$ cat config.mk
export PLATFORM = sky130hd
export DESIGN_NAME = seven_seg_scan_ctrl
export DESIGN_NICKNAME = d
export VERILOG_FILES = /design/src/rtl/seg7_pkg.sv /design/src/rtl/Binary_to_7Segment.sv /design/src/rtl/seven_seg_scan_ctrl.sv
export SDC_FILE = /design/constraint.sdc
export NUM_CORES = 1
export LEC_CHECK = 0
export BUFFER_PORTS_ARGS = -buffer_cell sky130_fd_sc_hd__buf_2
export CAP_MARGIN = 20
export CORE_MARGIN = 2
export CORE_UTILIZATION = 61
export CTS_CLUSTER_DIAMETER = 120
export DETAILED_ROUTE_END_ITERATION = 10
export GPL_ROUTABILITY_DRIVEN = 0
export PLACE_DENSITY_LB_ADDON = 0.15
export RECOVER_POWER = 50
export SYNTH_ARGS = -nofsm -noshare
export SYNTH_HDL_FRONTEND = slang
export SYNTH_SLANG_ARGS = --single-unit
$ cat constraint.sdc
create_clock -name i_Clk -period 4.5 [get_ports i_Clk]
set_input_delay 0.225 -clock i_Clk [delete_from_list [all_inputs] [get_ports i_Clk]]
set_output_delay 0.225 -clock i_Clk [all_outputs]
set_load 0.005 [all_outputs]
$ cat src/rtl/seg7_pkg.sv
// seg7_pkg -- shared definitions for the seven-segment scan controller.
//   NUM_DIGITS    : number of multiplexed digits
//   DIGIT_IDX_W   : width of the digit index
//   SEG_OFF       : all segments dark
//   scan_state_t  : scan FSM states (GAP = all digits off, DRIVE = one digit on)
//   msd_index()   : index of the most-significant nonzero nibble (0 for value 0)
package seg7_pkg;

  localparam int NUM_DIGITS  = 4;
  localparam int DIGIT_IDX_W = 2;

  localparam logic [6:0] SEG_OFF = 7'h00;

  typedef enum logic {
    ST_GAP   = 1'b0,
    ST_DRIVE = 1'b1
  } scan_state_t;

  // Digit 0 is always the answer for an all-zero value, so a blank display
  // still shows a single "0".
  function automatic logic [DIGIT_IDX_W-1:0] msd_index(input logic [4*NUM_DIGITS-1:0] value);
    logic [DIGIT_IDX_W-1:0] msd;
    msd = '0;
    for (int n = 1; n < NUM_DIGITS; n++) begin
      if (value[4*n +: 4] != 4'h0) msd = DIGIT_IDX_W'(n);
    end
    return msd;
  endfunction

endpackage

$ cat src/rtl/Binary_to_7Segment.sv
// Binary_to_7Segment -- registered hex-to-seven-segment decoder (1 cycle latency).
//   i_Clk        : clock
//   i_Rst_L      : asynchronous active-low reset (clears the segment register)
//   i_Binary_Num : hex nibble to decode
//   o_Segment    : active-high segments, bit6 = A ... bit0 = G
module Binary_to_7Segment (
  input  logic       i_Clk,
  input  logic       i_Rst_L,
  input  logic [3:0] i_Binary_Num,
  output logic [6:0] o_Segment
);

  always_ff @(posedge i_Clk or negedge i_Rst_L) begin
    if (!i_Rst_L) begin
      o_Segment <= 7'h00;
    end else begin
      case (i_Binary_Num)
        4'h0: o_Segment <= 7'h7e;
        4'h1: o_Segment <= 7'h30;
        4'h2: o_Segment <= 7'h6d;
        4'h3: o_Segment <= 7'h79;
        4'h4: o_Segment <= 7'h33;
        4'h5: o_Segment <= 7'h5b;
        4'h6: o_Segment <= 7'h5f;
        4'h7: o_Segment <= 7'h70;
        4'h8: o_Segment <= 7'h7f;
        4'h9: o_Segment <= 7'h7b;
        4'hA: o_Segment <= 7'h77;
        4'hB: o_Segment <= 7'h1f;
        4'hC: o_Segment <= 7'h4e;
        4'hD: o_Segment <= 7'h3d;
        4'hE: o_Segment <= 7'h4f;
        default: o_Segment <= 7'h47;
      endcase
    end
  end

endmodule

$ cat src/rtl/seven_seg_scan_ctrl.sv
// seven_seg_scan_ctrl -- four-digit multiplexed seven-segment scan controller
// with a staged, frame-aligned value update and optional leading-zero blanking.
//   i_Clk         : clock
//   i_Rst_L       : asynchronous active-low reset (deassertion synchronised)
//   i_En          : scan enable
//   i_Value       : four hex digits, digit n in [4n+3:4n]
//   i_Load        : one-cycle request to stage i_Value
//   i_Blank_Lz    : leading-zero blanking enable
//   o_Load_Ack    : one-cycle pulse when a staged value is committed
//   o_Pending     : a staged value is waiting for the frame boundary
//   o_Frame_Start : one-cycle pulse on entry to digit 0 DRIVE
//   o_Digit_En    : one-hot active-high digit enables
//   o_Segment     : active-high segments, bit6 = A ... bit0 = G
module seven_seg_scan_ctrl
  import seg7_pkg::*;
#(
  parameter int CLKS_PER_DIGIT = 25000,
  parameter int CLKS_BLANK     = 250
) (
  input  logic        i_Clk,
  input  logic        i_Rst_L,
  input  logic        i_En,
  input  logic [15:0] i_Value,
  input  logic        i_Load,
  input  logic        i_Blank_Lz,
  output logic        o_Load_Ack,
  output logic        o_Pending,
  output logic        o_Frame_Start,
  output logic [3:0]  o_Digit_En,
  output logic [6:0]  o_Segment
);

  localparam logic [19:0] DRIVE_LAST = 20'(CLKS_PER_DIGIT - 1);
  localparam logic [19:0] GAP_LAST   = 20'(CLKS_BLANK - 1);
  localparam logic [DIGIT_IDX_W-1:0] LAST_DIGIT = DIGIT_IDX_W'(NUM_DIGITS - 1);

  logic [1:0]             rst_sync;
  logic                   rst_n;
  logic                   en_q;
  scan_state_t            state, state_next;
  logic [DIGIT_IDX_W-1:0] idx, idx_next;
  logic [19:0]            cnt, cnt_next;
  logic [15:0]            disp_val, stage_val;
  logic                   pending;
  logic                   last_cycle;
  logic                   commit;
  logic                   blanked;
  logic [3:0]             digit_nibble;
  logic [3:0]             digit_onehot;
  logic [6:0]             dec_seg;

  // Assert asynchronously, release two clocks after i_Rst_L rises.
  always_ff @(posedge i_Clk or negedge i_Rst_L) begin
    if (!i_Rst_L) rst_sync <= 2'b00;
    else          rst_sync <= {rst_sync[0], 1'b1};
  end

  assign rst_n = rst_sync[1];

  // Registering the enable gives the extra cycle between i_En rising and
  // the first GAP cycle of the scan.
  always_ff @(posedge i_Clk or negedge rst_n) begin
    if (!rst_n) en_q <= 1'b0;
    else        en_q <= i_En;
  end

  always_ff @(posedge i_Clk or negedge rst_n) begin
    if (!rst_n) begin
      state <= ST_GAP;
      idx   <= '0;
      cnt   <= '0;
    end else begin
      state <= state_next;
      idx   <= idx_next;
      cnt   <= cnt_next;
    end
  end

  always_comb begin
    state_next = state;
    idx_next   = idx;
    cnt_next   = cnt + 20'd1;
    if (!en_q) begin
      state_next = ST_GAP;
      idx_next   = '0;
      cnt_next   = '0;
    end else if (state == ST_GAP) begin
      if (cnt == GAP_LAST) begin
        state_next = ST_DRIVE;
        cnt_next   = '0;
      end
    end else if (cnt == DRIVE_LAST) begin
      state_next = ST_GAP;
      idx_next   = idx + 1'b1;
      cnt_next   = '0;
    end
  end

  // The display register only changes at the frame boundary, or at once
  // while the scan is idle, so one frame never mixes two values.
  assign last_cycle = en_q && (state == ST_DRIVE) && (idx == LAST_DIGIT) && (cnt == DRIVE_LAST);
  assign commit     = !en_q || last_cycle;

  // A load arriving in the commit cycle bypasses staging altogether.
  always_ff @(posedge i_Clk or negedge rst_n) begin
    if (!rst_n) begin
      disp_val  <= 16'h0000;
      stage_val <= 16'h0000;
      pending   <= 1'b0;
    end else if (commit) begin
      if (i_Load) begin
        disp_val  <= i_Value;
        stage_val <= i_Value;
      end else if (pending) begin
        disp_val  <= stage_val;
      end
      pending <= 1'b0;
    end else if (i_Load) begin
      stage_val <= i_Value;
      pending   <= 1'b1;
    end
  end

  // The index advances on entry to GAP, so the decoder's register has
  // settled on the new digit before DRIVE begins.
  assign digit_nibble = disp_val[4*idx +: 4];

  Binary_to_7Segment u_decoder (
    .i_Clk        (i_Clk),
    .i_Rst_L      (rst_n),
    .i_Binary_Num (digit_nibble),
    .o_Segment    (dec_seg)
  );

  assign blanked       = i_Blank_Lz && (idx > msd_index(disp_val));
  assign digit_onehot  = 4'b0001 << idx;
  assign o_Digit_En    = (en_q && (state == ST_DRIVE) && !blanked) ? digit_onehot : 4'b0000;
  assign o_Segment     = (|o_Digit_En) ? dec_seg : SEG_OFF;
  assign o_Frame_Start = en_q && (state == ST_DRIVE) && (idx == '0) && (cnt == '0);
  assign o_Pending     = pending;
  assign o_Load_Ack    = rst_n && commit && (pending || i_Load);

endmodule

==> results of run 1 <==
-- Yosys cell counts, types with 3 or more instances --
cell	instances
dfrtp_1	66
mux2_2	24
nor3_1	17
ha_1	16
and2_1	13
nand3_1	13
inv_1	11
a21oi_1	10
nand4_1	10
mux2_4	9
o21ai_0	9
clkbuf_1	8
xor2_1	8
nor2_1	7
a211oi_1	6
nand2_1	6
nor4_1	6
or4_1	6
and3_1	4
mux4_2	4
o31ai_1	4
xnor2_1	4
buf_6	3
nor2b_1	3
or3_1	3
-- per-layer routing --
layer / track usage (%) / up-vias / wire (µm)
met1: 32.2 / 1144 / 3070
met2: 35.8 / 64 / 2980
li1: - / 1133 / -
met5: 0 / - / 0
met4: 8.60 / 0 / 110
met3: 7.50 / 11 / 371
-- final cells by class --
class / instances / area share (%)
multi-input cells: 201 / 42.4
inverters: 11 / 1.08
clock buffers: 9 / 3.25
well taps: 72 / 2.37
flip-flops and latches: 66 / 43.4
clock inverters: 7 / 2.00
repair buffers: 39 / 5.52
-- worst reg2reg max path, stage by stage, from the launching register on --
cell and delay [ps]:
dfrtp_1 460, ha_1 320, nand4_1 150, or3_4 430, o31a_1 590, mux2_4 420
-- power by group --
| part | internal, W | switching [W] |
|---|---|---|
| clock | 0.000259 | 0.000251 |
| sequential | 0.000659 | 0.0000343 |
| combinational | 0.0000987 | 0.0000936 |
| total | 0.00102 | 0.000378 |
-- cell families after synthesis --
group / Yosys count
simple gates: 97
flops: 66
compound gates: 38
mux: 37
buf+inv: 27
fa+ha+maj: 16
xor+xnor: 12
other cells: 1
-- state kept, by name (all words and copies together) (netlist names), 2 cells and up --
name / flops
disp_val: 16
u_decoder.o_Segment: 7
rst_sync: 2
cnt: 20
idx: 2
stage_val: 16
-- worst paths after layout --
kind	startpoint	to	slack (ps)	cells after the start
setup / recovery	disp_val[14]	o_Segment[4]	1450	7
hold / removal	i_Value[3]	stage_val[3]	110	2
setup reg to reg	cnt[0]	disp_val[10]	2020	5
hold reg to reg	rst_sync[0]	rst_sync[1]	370	0
max in group asynchronous	rst_sync[1]	u_decoder.o_Segment[3]	3520	1
min in group asynchronous	i_Rst_L	rst_sync[1]	180	2
-- per-stage QoR --
stage               power, W  hold WS [ps]  utilization (%)  setup WS, ps  std cells
floorplan           0.000851         -70.6                -          2240        294
global placement    0.000892          10.0             66.0          1850        387
detailed placement  0.000900          12.0             66.0          1770        387
CTS                  0.00141           110             70.1          1360        405
global route         0.00146           115             70.0          1210        405
finish               0.00140           113             70.0          1450        405
==> impl_metrics.ini, run 1 <==
[synth]
synthTopCellsByArea = dfrtp_1 (48%), mux2_2 (7.9%), ha_1 (5.9%)
synth_enable_flop_cells = 0
ys_types = 45
synth_compound_area_share_pct = 7.09
synth_area_per_cell_um2 = 11.6
ys_async_sr_fraction_pct = 100
synth-warning-count = 0
yosysSeqAreaShare_pct = 48.5
yosysTopAreaCell = dfrtp_1
synth-xor-area-share_pct = 3.08
synth_fa_ha_area_share_pct = 5.87
synth-simple-area-share_pct = 16.5
synthMuxAreaShare_pct = 14.5
synth_top_family_by_area = simple AND/OR/NAND/NOR gates
synth_nets = 331
ys_ff_latch = 66
synth_area_um2 = 3410
synthCells = 294
synthFlopType = dfrtp_1
yosysTopAreaCellShare_pct = 48.5

[final_layout]
areaGrowthSynthToFinish_pct = 11.7
diodes = 0
seqCellArea_um2 = 1650
multi_input_area_um2 = 1610
final_cell_mix = dfrtp_1 (65), buf_2 (32), nor3_1 (16), ha_1 (16)
layout-drive-gt1-share_pct = 25.8
num-nets-final = 365
fin_area_um2 = 3810
final_common_cell = dfrtp_1
nFillCells = 403

[floorplan]
std_cell_rows = 27
initial_utilization_pct = 62.7
dieArea_um2 = 6200
die_h_um = 78.8
die_x_um = 78.8
io_pins = 35
core_area_um2 = 5440

[timing]
fin_crit_sh_pct = 67.8
worstMarginPinSlew_ps = 1030
fin_crit_ps = 3050
slew-limit-headroom_pct = 31.0
fin_skew_ps = 9.92
slew_viol_final = 0
fmax_mhz = 328
final_hold_viol_count = 0
rsz0062_at_grt = false
setup_violations = 0
fin_setup_tns_ps = 0

[drt]
drt_pass1_iterations = 4
antenna_left = 0
via_per_inst = 5.81
drt_iter0_drc = 113
routed_wl_um = 6530
routed-via-count = 2352
drc = 0
wl_per_cell_um = 16.1

[global_route]
grt_pass1_vias = 2266
grt_util_all_layers_pct = 23.6
grt_overflow = 0
grt_start_max_net_pins = 65
grt_pass1_wl_um = 11000
antenna_found_initial = 0

[setup_path]
crit_arrival_ps = 2830
crit_buf_inv = 1
cp_slowest_cell = a311oi_1
path_max_fanout = 7
cp.required_ps = 4280
crit_path_max_incr_delay_ps = 650
end_kind = output port
crit_family = simple AND/OR/NAND/NOR gates
crit_path_start_kind = flip-flop
critPathKind = flip-flop to output port
path_cells = or4_1 -> nor2_1 -> ha_1 -> a21o_1 -> a311oi_1 -> and2_1 -> buf_2

[job]
maxCapViolations = 0

[clock_network]
cts_resized = 0
clk_pin_slew_ps = 80
ctsHoldBuffers = 2
cts_root_buffer = clkbuf_8
htreeDepth = 3
numCtsBuffers = 9
cts_tree = yes
post_cts.repair.setup_buffers = 0
clock_sinks = 66
clock_path_buffers = 2
insertion_delay_ps = 350

[placement]
io_buffer_count = 34
dp_hpwl_um = 4450
place_area_um2 = 3590

[hold_path]
hp-class = input port to flip-flop

[pwr]
power_density_nw_per_um2 = 366
vdd_drop_max_v = 0.000359
p_leak_nw = 1.70

[outcome]
outcome = complete, no violations
Note: power is estimated with default switching activity, not from simulation.
==> run 2, diff against run 1 <==
--- a/config.mk
+++ b/config.mk
@@ -8,7 +8,7 @@
 export BUFFER_PORTS_ARGS = -buffer_cell sky130_fd_sc_hd__buf_2
 export CAP_MARGIN = 20
 export CORE_MARGIN = 2
-export CORE_UTILIZATION = 61
+export CORE_UTILIZATION = 53
 export CTS_CLUSTER_DIAMETER = 120
 export DETAILED_ROUTE_END_ITERATION = 10
 export GPL_ROUTABILITY_DRIVEN = 0
==> constraint.sdc (replaced) <==
create_clock -name i_Clk -period 2.5 [get_ports i_Clk]
set_input_delay 0.125 -clock i_Clk [delete_from_list [all_inputs] [get_ports i_Clk]]
set_output_delay 0.125 -clock i_Clk [all_outputs]
set_load 0.005 [all_outputs]
==> run 2 against run 1 <==
Via count up 2.2%. Routed wire length up 6.0%. Largest power group unchanged. Utilization down 5.6 points. Clock power up 70%. Largest cell class is now multi-input gates. Cell count up 5.2%. Power up 80%. Clock skew down 5.6 ps. Combinational power up 110%. Critical path type unchanged. Critical path depth up 1. Global-route usage down 2.7 points. Register-to-register slack worse by 1600 ps. The run now ends with negative setup slack left.
==> impl_metrics.ini, run 2 (synthesized netlist as in run 1, its figures left out) <==
[outcome]
outcome = finished with violations
violations = negative setup slack

[drt]
drc = 0
routed-via-count = 2403
routed_wl_um = 6920
antenna_left = 0
drt_pass1_iterations = 4
wl_per_cell_um = 16.2
via_per_inst = 5.64
drt_iter0_drc = 102

[clock_network]
clk_pin_slew_ps = 70
cts_root_buffer = clkbuf_8
clock_path_buffers = 2
clock_sinks = 66
htreeDepth = 3
insertion_delay_ps = 340
cts_tree = yes
numCtsBuffers = 9

[final_layout]
top_register = cnt
largest_reg_flops = 20
areaGrowthSynthToFinish_pct = 18.6
fin_cells = 426
final_cell_mix = dfrtp_1 (64), buf_2 (30), mux2_2 (20)
layout-drive-gt1-share_pct = 35.5
reg_top3 = cnt (20), disp_val (16), stage_val (16)
final_common_cell = dfrtp_1
num-nets-final = 381
fin_area_um2 = 4040
diodes = 0

[hold_path]
hp-class = input port to flip-flop

[timing]
slew_viol_final = 0
fin_setup_tns_ps = -1130
worstMarginPinSlew_ps = 1160
fin_crit_ps = 2640
final_hold_viol_count = 0
setup_violations = 11
slew-limit-headroom_pct = 22.9
rsz0062_at_grt = true
fmax_mhz = 379
fin_crit_sh_pct = 105
fin_skew_ps = 4.30
fin_ws_ps = -137

[job]
maxCapViolations = 0

[setup_path]
crit_path_start_kind = flip-flop
critPathKind = flip-flop to output port
end_kind = output port
cp.required_ps = 2380
crit_path_max_incr_delay_ps = 580
path_max_fanout = 7
cp_slowest_cell = or4_4
crit_arrival_ps = 2510
path_cells = or4_4 -> nor2_2 -> ha_4 -> a21o_1 -> a311oi_2 -> buf_4 -> and2_1 -> buf_2

[floorplan]
dieArea_um2 = 7090
die_x_um = 84.2
core_area_um2 = 6280
std_cell_rows = 29
die_h_um = 84.2
initial_utilization_pct = 54.3
io_pins = 35

[global_route]
grt_overflow = 0
grt_util_all_layers_pct = 20.9
grt_pass1_wl_um = 11600
grt_pass1_vias = 2444
antenna_found_initial = 0
grt_start_max_net_pins = 49

[placement]
placed_cells_incl_taps = 397
dp_hpwl_um = 4720
place_area_um2 = 3630
io_buffer_count = 34

[pwr]
p_leak_nw = 1.81
vdd_drop_max_v = 0.000430
power_density_nw_per_um2 = 623
## run 2: changes by cell type in the layout (fill, tap and decap cells not counted), moves of 2 or more
cell,change
ha_1,-3
and2_1,-4
buf_2,-2
buf_4,+14
inv_6,-2
ha_4,+3
or4_4,+2
mux2_1,-8
mux2_2,+8
and2_4,+4
buf_6,+3
or4_1,-2
## run 2: layer usage
layer	share of wire (%)	vias up	GRT usage (%)
li1	-	1164	-
met1	47	1187	28.8
met2	49	40	32.5
met3	2.6	12	4.42
met4	1.7	0	8.65
met5	0	-	0
## run 2: area by class of cell
| class | instances | area (µm²) |
|---|---|---|
| Clock inverter | 5 | 55.1 |
| Inverter | 11 | 41.3 |
| Sequential cell | 66 | 1650 |
| Multi-Input combinational cell | 201 | 1700 |
| Tap cell | 77 | 96.3 |
| Clock buffer | 11 | 131 |
| Fill cell | 499 | 2240 |
| Timing Repair Buffer | 55 | 360 |
## run 2: per-stage QoR
stage                     worst slack [ps]  total power (W)  utilization, %  hold WS [ps]
after floorplan                        343          0.00153               -          -171
after global placement                 221          0.00161            57.9         -90.0
after detailed placement               228          0.00162            57.9         -87.3
after CTS                            -85.5          0.00252            62.1          11.1
after global routing                  -251          0.00264            64.4          18.8
final                                 -137          0.00252            64.4          25.9
## run 2: critical path: cells and delay by family (launching register included)
family / cells / cell delay [ps]
adder cells (fa/ha/maj): 1 / 230
buffers and inverters: 2 / 290
AO/OA/AOI/OAI: 2 / 380
AND/OR/NAND/NOR: 3 / 890
flip-flops: 1 / 390
## run 2: final timing paths
path | startpoint | end | slack, ps | cells after the start
setup / recovery | disp_val[10] | o_Segment[3] | -140 | 8
hold / removal | i_Value[13] | stage_val[13] | 30 | 2
setup reg to reg | cnt[6] | disp_val[8] | 430 | 5
hold reg to reg | rst_sync[1] | stage_val[0] | 310 | 0
max in group asynchronous | rst_sync[1] | u_decoder.o_Segment[2] | 600 | 1
min in group asynchronous | i_Rst_L | rst_sync[0] | 100 | 2
## run 2: report_power, final
part	internal (W)	leakage, nW	switching, W
logic	0.000214	0.907	0.000182
clock network	0.000457	0.0893	0.000411
registers	0.00119	0.813	0.0000663
## run 2: repair_timing
item / 4_1_cts / 5_1_grt
setup endpoints to repair: 12 / 12
hold buffers: 2 / 0
pin swaps: 2 / 6
endpoints found under the hold margin: 3 / 0
setup buffers: 5 / 6
gates resized for setup: 4 / 20
